$ cat config.mk
export PLATFORM = sky130hd
export DESIGN_NAME = lsu_unit
export DESIGN_NICKNAME = d
export VERILOG_FILES = /design/src/rtl/lsu_unit.sv
export SDC_FILE = /design/constraint.sdc
export NUM_CORES = 1
export LEC_CHECK = 0
export CORE_MARGIN = 2
export CORE_UTILIZATION = 45
export CTS_CLUSTER_SIZE = 14
export DETAILED_ROUTE_END_ITERATION = 10
export HOLD_SLACK_MARGIN = 0.06
export PLACE_DENSITY = 0.86
export SLEW_MARGIN = 10
export SYNTH_ARGS = -nofsm -noshare
export SYNTH_HDL_FRONTEND = slang
export SYNTH_SLANG_ARGS = --single-unit
$ cat constraint.sdc
create_clock -name clk -period 2.8 [get_ports clk]
set_clock_uncertainty 0.15 [all_clocks]
set_input_delay 0.56 -clock clk [delete_from_list [all_inputs] [get_ports clk]]
set_output_delay 0.56 -clock clk [all_outputs]
set_load 0.01 [all_outputs]
$ cat src/rtl/lsu_unit.sv
// Load/store unit between the EX/MEM register and the data-memory port: one request
// in flight, lane-aligned bus cycle, extended load data, error and flush handling.
module lsu_unit #(
  parameter int ADDR_WIDTH     = 32,
  parameter int DATA_WIDTH     = 32,
  parameter int TIMEOUT_CYCLES = 255
) (
  input  logic                    clk,
  input  logic                    rst_n,
  input  logic                    flush,
  input  logic                    req_valid,
  output logic                    req_ready,
  input  logic                    req_write,
  input  logic [2:0]              req_funct3,
  input  logic [ADDR_WIDTH-1:0]   req_addr,
  input  logic [DATA_WIDTH-1:0]   req_wdata,
  input  logic [4:0]              req_rd,
  output logic [ADDR_WIDTH-1:0]   mem_addr,
  output logic [DATA_WIDTH-1:0]   mem_wdata,
  output logic [DATA_WIDTH/8-1:0] mem_byte_enable,
  output logic                    mem_read,
  output logic                    mem_write,
  input  logic [DATA_WIDTH-1:0]   mem_rdata,
  input  logic                    mem_ready,
  output logic                    resp_valid,
  output logic [DATA_WIDTH-1:0]   resp_data,
  output logic [4:0]              resp_rd,
  output logic                    resp_err,
  output logic [1:0]              resp_err_code,
  output logic                    busy
);
  localparam int NB = DATA_WIDTH / 8;
  localparam int OW = $clog2(NB);
  localparam int CW = (TIMEOUT_CYCLES > 0) ? $clog2(TIMEOUT_CYCLES + 1) : 1;

  typedef enum logic [1:0] {IDLE, BUSY, RESP} state_t;

  typedef struct packed {
    logic [OW-1:0] off;
    logic [1:0]    size;
    logic          sgn;
    logic          write;
    logic [4:0]    rd;
  } req_lat_t;

  state_t        state;
  req_lat_t      rq;
  logic          kill_q;
  logic [CW-1:0] cnt;

  // Request decode
  logic [OW-1:0] req_off, req_mask;
  logic [1:0]    req_size;
  int            req_bytes;
  logic          illegal, misaligned;
  logic [NB-1:0] be_next;
  logic [DATA_WIDTH-1:0] wdata_next;

  assign req_off    = req_addr[OW-1:0];
  assign req_size   = req_funct3[1:0];
  assign req_bytes  = 1 << req_size;
  assign req_mask   = OW'(req_bytes - 1);
  assign illegal    = (req_funct3 == 3'b111)
                   || ((DATA_WIDTH == 32) && (req_funct3 == 3'b011 || req_funct3 == 3'b110))
                   || (req_write && req_funct3[2]);
  assign misaligned = (req_off & req_mask) != '0;
  assign wdata_next = req_wdata << {req_off, 3'b000};

  for (genvar i = 0; i < NB; i++) begin : g_lane
    assign be_next[i] = (i >= int'(req_off)) && (i < int'(req_off) + req_bytes);
  end

  // Load extraction: shift selected lane down, mask to size, extend by sign of its msb
  logic [DATA_WIDTH-1:0] rd_sh, rd_mask, load_ext;
  logic                  rd_msb;

  always_comb begin
    rd_sh = mem_rdata >> {rq.off, 3'b000};
    case (rq.size)
      2'd0:    begin rd_mask = DATA_WIDTH'(8'hFF);         rd_msb = rd_sh[7];  end
      2'd1:    begin rd_mask = DATA_WIDTH'(16'hFFFF);      rd_msb = rd_sh[15]; end
      2'd2:    begin rd_mask = DATA_WIDTH'(32'hFFFF_FFFF); rd_msb = rd_sh[31]; end
      default: begin rd_mask = '1;                         rd_msb = rd_sh[DATA_WIDTH-1]; end
    endcase
    load_ext = (rd_sh & rd_mask) | ((rq.sgn && rd_msb) ? ~rd_mask : '0);
  end

  logic timeout_hit;
  assign timeout_hit = (TIMEOUT_CYCLES != 0) && (cnt == CW'(TIMEOUT_CYCLES - 1));

  assign req_ready = (state == IDLE) && !flush;
  assign busy      = (state != IDLE);

  always_ff @(posedge clk or negedge rst_n) begin
    if (!rst_n) begin
      state           <= IDLE;
      rq              <= '0;
      kill_q          <= 1'b0;
      cnt             <= '0;
      mem_addr        <= '0;
      mem_wdata       <= '0;
      mem_byte_enable <= '0;
      mem_read        <= 1'b0;
      mem_write       <= 1'b0;
      resp_valid      <= 1'b0;
      resp_data       <= '0;
      resp_rd         <= '0;
      resp_err        <= 1'b0;
      resp_err_code   <= 2'b00;
    end else begin
      resp_valid <= 1'b0;
      case (state)
        IDLE: if (req_valid && req_ready) begin
          rq     <= '{off: req_off, size: req_size, sgn: !req_funct3[2],
                      write: req_write, rd: req_rd};
          kill_q <= 1'b0;
          cnt    <= '0;
          if (illegal || misaligned) begin
            state         <= RESP;
            resp_valid    <= 1'b1;
            resp_rd       <= req_rd;
            resp_data     <= '0;
            resp_err      <= 1'b1;
            resp_err_code <= illegal ? 2'b11 : 2'b01;
          end else begin
            state           <= BUSY;
            mem_addr        <= {req_addr[ADDR_WIDTH-1:OW], {OW{1'b0}}};
            mem_byte_enable <= be_next;
            mem_wdata       <= wdata_next;
            mem_read        <= !req_write;
            mem_write       <= req_write;
          end
        end
        BUSY: begin
          if (flush) kill_q <= 1'b1;
          if (mem_ready || timeout_hit) begin
            mem_read  <= 1'b0;
            mem_write <= 1'b0;
            // A flushed request still finishes its bus cycle but reports nothing
            if (kill_q || flush) begin
              state <= IDLE;
            end else begin
              state         <= RESP;
              resp_valid    <= 1'b1;
              resp_rd       <= rq.rd;
              resp_err      <= !mem_ready;
              resp_err_code <= mem_ready ? 2'b00 : 2'b10;
              resp_data     <= (mem_ready && !rq.write) ? load_ext : '0;
            end
          end else begin
            cnt <= cnt + 1'b1;
          end
        end
        default: state <= IDLE;
      endcase
    end
  end
endmodule

Word level (Yosys, flattened, before mapping). Cells that the tools add are included.

Muxes and demuxes: 49. Reduce and logical (&&, ||, !) cells: 31. Order comparisons: 7. Add/subtract/negate cells: 3. Shift operators: 3. Eq/ne operators: 13. Bitwise logic cells: 5.

Operator list (number): $mux 32 (6); $pmux 32 s2 (2); $lt 3x32->1 const A (2); $add 3x32->32 (1); $and 32x32->32 (1); $lt 1x32->1 const A (1); $lt 2x32->1 const A (1); $not 32->32 (1); $or 32x32->32 (1); $shl 1x2->32 const A (1); $shl 32x5->32 (1); $shr 32x5->32 (1); $mux 2 (10); $mux 5 (4); $mux 8 (2); $pmux 8 s2 (1); $mux 1 (15); $pmux 1 s2 (6); $ne 2x2->1 const B (5); $pmux 5 s2 (1); $reduce_and 3->1 (3); $add 8x1->8 const B (1); $eq 8x8->1 const B (1); $logic_and 1x1->1 (8); other kinds (17) (35).

Flip-flop bits (word level): 131. Input bits: 110. Logic and storage cells: 129. Output and inout bits: 113.

Longest topological paths before layout. Gate-level depths: netlist of the first run.

Depth after elaboration: 9. Depth in mapped cells: 9. Depth with buffers taken out: 8.

Worst setup path after synthesis of the first run. OpenSTA, ideal clock, no wires.

Path type: input to register. From: input req_addr[1]. To: register mem_byte_enable[1]. Stages: 7. Library setup time: 0.118 ns. Path slack: 0.472 ns. Data required time: 2.532 ns. Data arrival time: 2.060 ns. Buffers on the path: 1. Cell sequence: clkbuf_1 > inv_1 > fa_1 > a2111oi_0 > mux2_2 > a211oi_2 > a21o_1.

Word-level cells in the longest chain between the ends: 5. Elaborated cells between the ends (all ways): 9. Classes of those cells: add/sub (1); order compare (2); bitwise (2); reduce/logical (4).

RTL lines: from (decl) (RTL line 15) `input logic [ADDR_WIDTH-1:0] req_addr,`; branches (longest 5 deep; another with $add 3x32->32); to (signal assigned) (RTL line 128) `mem_byte_enable <= be_next;`; to (decl) (RTL line 20) `output logic [DATA_WIDTH/8-1:0] mem_byte_enable,`.

Several ways; the timed one is not identified. A chain may end at the register's enable or synchronous reset.

Worst setup path after layout of the first run.
From: input flush. To: output req_ready.

Word-level cells in the longest chain between the ends: 2.

RTL lines: from (decl) (RTL line 10) `input logic flush,`; $logic_not 1->1 (RTL line 91) `assign req_ready = (state == IDLE) && !flush;`; $logic_and 1x1->1 (RTL line 91); to (decl) (RTL line 12) `output logic req_ready,`.

No other way between the ends.

==> impl_results.md, run 1 <==
* Status: finished clean
* Drt initial violations at 264
* Most used DFF post-synth: dfrtp_1
* Layout cells sized above 1 at 12.1%
* Effective utilization at floorplan at 46.2%
* Path depth of the worst reg2reg path at 5
* Total track usage at ~25%
* Final min period at 2.57 ns
* Synth area leaders: dfrtp_1 51%, nand2_1 12%, mux2_2 7.9%, mux2i_1 5.8%, o21ai_0 2.0%
* Core area at 13,900 sq um
* CP peak stage delay at 0.59 ns
* Post-synth EDFFs at 0
* Most common cell in the netlist: nand2_1
* IO Pins at 223
* Endpoint, Worst Hold: mem_wdata[1]
* Pwr dens at a little under 700 nW/um^2
* Fmax at 389 MHz
* Buffers on Ports at 220
* Reg clk slew, reported paths at 0.05 ns
* P_leak at 4.35 nW
* Setup bufs post-CTS at 0
* CTS tree: done
* Die Y at 123 microns
* CTS Buffer Depth at 2
* Max Slew Vio Count at 0
* First-pass GRT wire length at approximately 29 mm
* CP required at 2.09 ns
* Slew margin rel. at about half
* Syn_area_per_cell at 9.68 sq um
* Vias per cell at 5.26
* Reg2Reg Setup Slack at 0.52 ns
* CTS Hold Bufs at 1
* Crit end category: output port
* Final core occ at about two thirds
* Synth area leader: dfrtp_1
* Most used cell, CP: clkdlybuf4s50_1
* Post-Synth Simple-Gate Area at a little under a fifth
* Post-synthesis compound-gate area fraction at 10.3%
* Area occupied by registers at 3280 sq um
* Area delta synth->final at 48.2%
* Die Wd at 123 microns
* Avg WL per Cell at 16.7 microns
* Share of the cycle needed by the critical path after routing at around 92%
* CP max-delay cell: clkdlybuf4s50_1
* Cells after Synth at between 600 and 700
* Routed Antenna Nets at 0
* Root Driver: clkbuf_16
* Mapped Area at 6410 sq um
* Area of the multi-input gates at 2890 sq um
* DRC violations left at 0
* WHS Path Cells at 2
* Largest family of logic cells by synthesized area: simple AND/OR/NAND/NOR gates
* Total wire length at 18.0 mm
* First-pass DRT Iterations at 4
* Vias in the first global route at 5,999
* Synth cell count leaders: 204 x nand2_1, 131 x dfrtp_1, 45 x mux2_2
* Post-synthesis adder-cell area fraction at 1.29%
* XOR/XNOR Fraction of Synth Area at 0.683%
* R2r startpoint: rq[9]
* Ys async rst share at 100%
* Die area at 15,200 sq um
* Vias post-DR at about 5,700
* Register area share after synthesis at 51.2%
* Post-CTS sizing at 0
* Nets@finish at 999
* Dpl cells at 1,043
* Setup violators final at 0
* Min-delay worst type: flip-flop to flip-flop
* CP arrival at 1.86 ns
* Non-Filler Instances at 1,075
* Clock Latency Late Sink at 0.41 ns
* # diodes at 0
* Share of the synthesized area in the top cell type at 51.2%
* # H-tree levels at 4
* Largest net degree at the start of global routing at 66
* Unique cell type count in the Yosys netlist at 50
* Synth warn at 0
* Crit path launch type: input port
* Crit path cell chain: clkdlybuf4s50_1 > nor3_4 > clkdlybuf4s50_1
* CP Max Fanout at 3
* Peak supply drop at 406 uV
* Final hold vios at 0
* Synth Register Bits at 131
* R2R Path End: resp_data[14]
* Kind of critical path: input port to output port
* Fillers at 1,083
* DP HPWL at 12.9 mm
* Num CTS Buffers at 17
* Portion of netlist area occupied by mux cells at roughly 14%
* Total grt overflow at 0
* Worst hold start: mem_wdata[1]
* RSZ-0062 raised after global routing: false
* CTS sink count at 131
* Max-cap viol count at 0
* Row Count at 43
* Worst slew pin tran at roughly 0.76 ns
* RePlAce Congestion at ~0.86
* Initial antenna violation count at 0
## routing by layer
| layer | part of all wire (%) | track usage [%] | wire length, microns | vias up |
|---|---|---|---|---|
| li1 | - | - | - | 2683 |
| met1 | 40 | 28.7 | 7210 | 2717 |
| met2 | 48 | 42.4 | 8610 | 222 |
| met3 | 9.8 | 9.41 | 1770 | 32 |
| met4 | 2.2 | 10.4 | 397 | 0 |
| met5 | 0 | 0 | 0 | - |
## worst max-delay path: cells and delay by family
kind,cells,cell delay (ns)
simple gates,1,0.23
buf+inv,2,1.08
## final cells by class
| class | count | area share, % |
|---|---|---|
| Clock buffer | 21 | 4.95 |
| Clock inverter | 10 | 1.63 |
| Inverter | 14 | 0.553 |
| Multi-Input combinational cell | 477 | 30.4 |
| Sequential cell | 131 | 34.5 |
| Tap cell | 180 | 2.37 |
| Timing Repair Buffer | 242 | 25.6 |
## power breakdown
part | internal (mW) | switching, mW
clock | 1.55 | 0.806
combinational | 0.975 | 0.790
sequential | 2.24 | 0.217
total | 4.76 | 1.81
## stage by stage
stage / setup TNS (ns) / setup slack (ns) / area, sq um / hold slack, ns / total power, mW
2_1_floorplan: 0 / 0.472 / 6410 / 0.114 / 3.21
3_3_place_gp: 0 / 0.0469 / 8860 / 0.299 / 4.21
3_5_place_dp: -0.0393 / -0.0220 / 8860 / 0.311 / 4.25
4_1_cts: 0 / 0.221 / 9500 / 0.323 / 6.64
5_1_grt: 0 / 0.180 / 9500 / 0.340 / 6.93
6_report: 0 / 0.226 / 9500 / 0.317 / 6.57
## flip-flops by register name (all words and copies together), names as in the netlist
signal and flops:
cnt 8, kill_q 1, mem_addr 30, mem_byte_enable 4, mem_read 1, mem_wdata 32
mem_write 1, resp_data 32, resp_err 1, resp_err_code 2, resp_rd 5, resp_valid 1
rq 11, state 2
## worst max path at each step
stage                  startpoint            endpoint
finish                      flush           req_ready
floorplan             req_addr[1]  mem_byte_enable[1]
global route                flush           req_ready
global placement    req_funct3[1]  mem_byte_enable[1]
detailed placement  req_funct3[1]  mem_byte_enable[1]
CTS                         flush           req_ready
## logic make-up after synthesis
logic type / after synthesis
fa+ha+maj: 6
xor+xnor: 5
compound gates: 100
mux: 84
flops: 131
buf+inv: 55
other cells: 1
simple gates: 280
## layout by cell type, fill, tap and decap left out, types with 4 or more instances in the layout
master	count
nor2b_1	9
o211ai_1	9
buf_12	5
ha_1	5
clkinv_2	4
buf_4	16
a211oi_1	14
o21ai_0	25
o31ai_1	8
inv_1	13
nand2_1	204
clkbuf_16	17
mux2_2	45
nand3_1	12
mux2i_1	37
a221oi_1	6
dfrtp_1	131
bufinv_16	4
nand2b_1	5
a21oi_1	19
nor2_1	31
clkdlybuf4s50_1	218
Note: power is estimated with default switching activity, not from simulation.
==> inputs of run 2 (changes only) <==
Settings changed: CTS_BUF_LIST set to sky130_fd_sc_hd__clkbuf_4 sky130_fd_sc_hd__clkbuf_8 sky130_fd_sc_hd__clkbuf_16, CTS_CLUSTER_DIAMETER set to 50.
==> run 2 against run 1 <==
  * Design area hardly changed
  * Core utilization hardly changed
  * Maximum frequency stayed put
  * Largest cell class unchanged
  * Global-route usage stayed put
  * First-iteration DRC count is 0.38% lower
  * Sequential share of layout area hardly changed
  * Combinational power hardly changed
  * Register-to-register slack hardly changed
  * Power is 0.14% higher
  * Die area stayed put
==> impl_results.md, run 2 (synthesis results as in run 1) <==
* Final std cell area, no fill at 9500 sq um
* Crit end category: output port
* R2R Path End: resp_data[14]
* Buffers on Ports at 220
* Layout cells sized above 1 at 12.2%
* Largest net degree at the start of global routing at 66
* Final min period at 2.57 ns
* Row Count at 43
* IO Pins at about 220
* Avg WL per Cell at 16.7 microns
* CP max-delay cell: clkdlybuf4s50_1
* Total grt overflow at 0
* Initial antenna violation count at 0
* Status: finished clean
* Final core occ at 68.5%
* RSZ-0062 raised after global routing: false
* CTS tree: done
* First-pass DRT Iterations at 4
* CP Max Fanout at 3
* # H-tree levels at 4
* Post-CTS sizing at 0
* Reg2Reg Setup Slack at ~0.51 ns
* CP peak stage delay at 0.59 ns
* Final hold vios at 0
* Core area at around 14,000 sq um
* Min-delay worst type: flip-flop to flip-flop
* CP required at ~2.1 ns
* Share of the cycle needed by the critical path after routing at 91.9%
* Pwr dens at 693 nW/um^2
* Placed Instance Area at 8860 sq um
* Die Y at 123 microns
* Max-cap viol count at 0
* CP arrival at 1.86 ns
* Dpl ws at -0.0220 ns
* Routed Antenna Nets at 0
* Effective utilization at floorplan at 46.2%
* Setup bufs post-CTS at 0
* Endpoint, Worst Hold: mem_wdata[1]
* Path depth of the worst reg2reg path at 5
* Root Driver: clkbuf_16
* CTS Hold Bufs at 1
* DP HPWL at 12.9 mm
* Max Slew Vio Count at 0
* Biggest regs: mem_wdata (32), resp_data (32), mem_addr (30)
* WHS Path Cells at 2
* Fin Hold WS at around 0.32 ns
* Vias in the first global route at 5,999
* Most frequent cells in the layout: 218 x clkdlybuf4s50_1, 204 x nand2_1, 131 x dfrtp_1
* RePlAce Congestion at 0.858
* Total wire length at 18.0 mm
* DRC violations left at 0
* Slew margin rel. at between 40% and 50%
* Top delay family on crit path: buffers and inverters
* CTS sink count at 131
* Commonest non-fill, non-tap cell in the layout: clkdlybuf4s50_1
* Setup violators final at 0
* Worst hold start: mem_wdata[1]
* R2r startpoint: rq[9]
* Worst slew pin tran at 0.762 ns
* Reg clk slew, reported paths at 0.05 ns
* Die area at 15,200 sq um
* Fmax at 389 MHz
* Total track usage at 25.2%
* # diodes at 0
* Final WS setup at approximately 0.23 ns
* CTS Buffer Depth at 2
* Dpl cells at 1,043
* P_leak at 4.36 nW
* Non-Filler Instances at 1,075
* Peak supply drop at around 410 uV
* Area delta synth->final at 48.3%
* First-pass GRT wire length at 29.3 mm
* Num CTS Buffers at 17
* Crit path cell chain: clkdlybuf4s50_1 > nor3_4 > clkdlybuf4s50_1
* Vias post-DR at 5,655
* Nets@finish at 999
* Drt initial violations at 263
* Fillers at 1,082
* CP Buf/Inv Count at 2
* Crit path launch type: input port
* Vias per cell at 5.26
* Kind of critical path: input port to output port
* Clock Latency Late Sink at 0.41 ns
* Die Wd at 123 microns
* Most used cell, CP: clkdlybuf4s50_1
run 2: worst max-delay path by stage:
stage                              from            endpoint  slack [ns]  depth (start not counted)
after floorplan             req_addr[1]  mem_byte_enable[1]        0.47                          7
final                             flush           req_ready        0.23                          3
after detailed placement  req_funct3[1]  mem_byte_enable[1]       -0.02                          9
after CTS                         flush           req_ready        0.22                          3
after global routing              flush           req_ready        0.18                          3
after global placement    req_funct3[1]  mem_byte_enable[1]        0.05                          9
run 2: per-layer routing:
metal	GRT usage, %	share of wire [%]	routed length, microns
met2	42.4	48	8610
met4	10.4	2.2	397
met1	28.7	40	7210
met3	9.41	9.8	1770
met5	0	0	0
run 2: per-stage QoR:
stage                     power (mW)  TNS (ns)
after global routing            6.94         0
after floorplan                 3.21         0
after global placement          4.21         0
after CTS                       6.65         0
after detailed placement        4.25   -0.0393
final                           6.58         0
run 2: final cells by class:
cell class	instances	area, sq um	area share [%]
flip-flops and latches	131	3280	34.5
multi-input cells	477	2890	30.4
repair buffers	242	2430	25.6
clock buffers	21	474	4.99
well taps	180	225	2.37
clock inverters	10	155	1.63
inverters	14	52.6	0.553
run 2: report_power, final:
part,switching (mW),total (mW),internal [mW]
clock network,0.806,2.36,1.56
logic,0.790,1.76,0.975
registers,0.217,2.46,2.24
run 2: worst min-delay path: cells and delay by family, from the launching register on:
kind / cells / cell delay (ns)
AND/OR/NAND/NOR: 2 / 0.10
flip-flops: 1 / 0.34
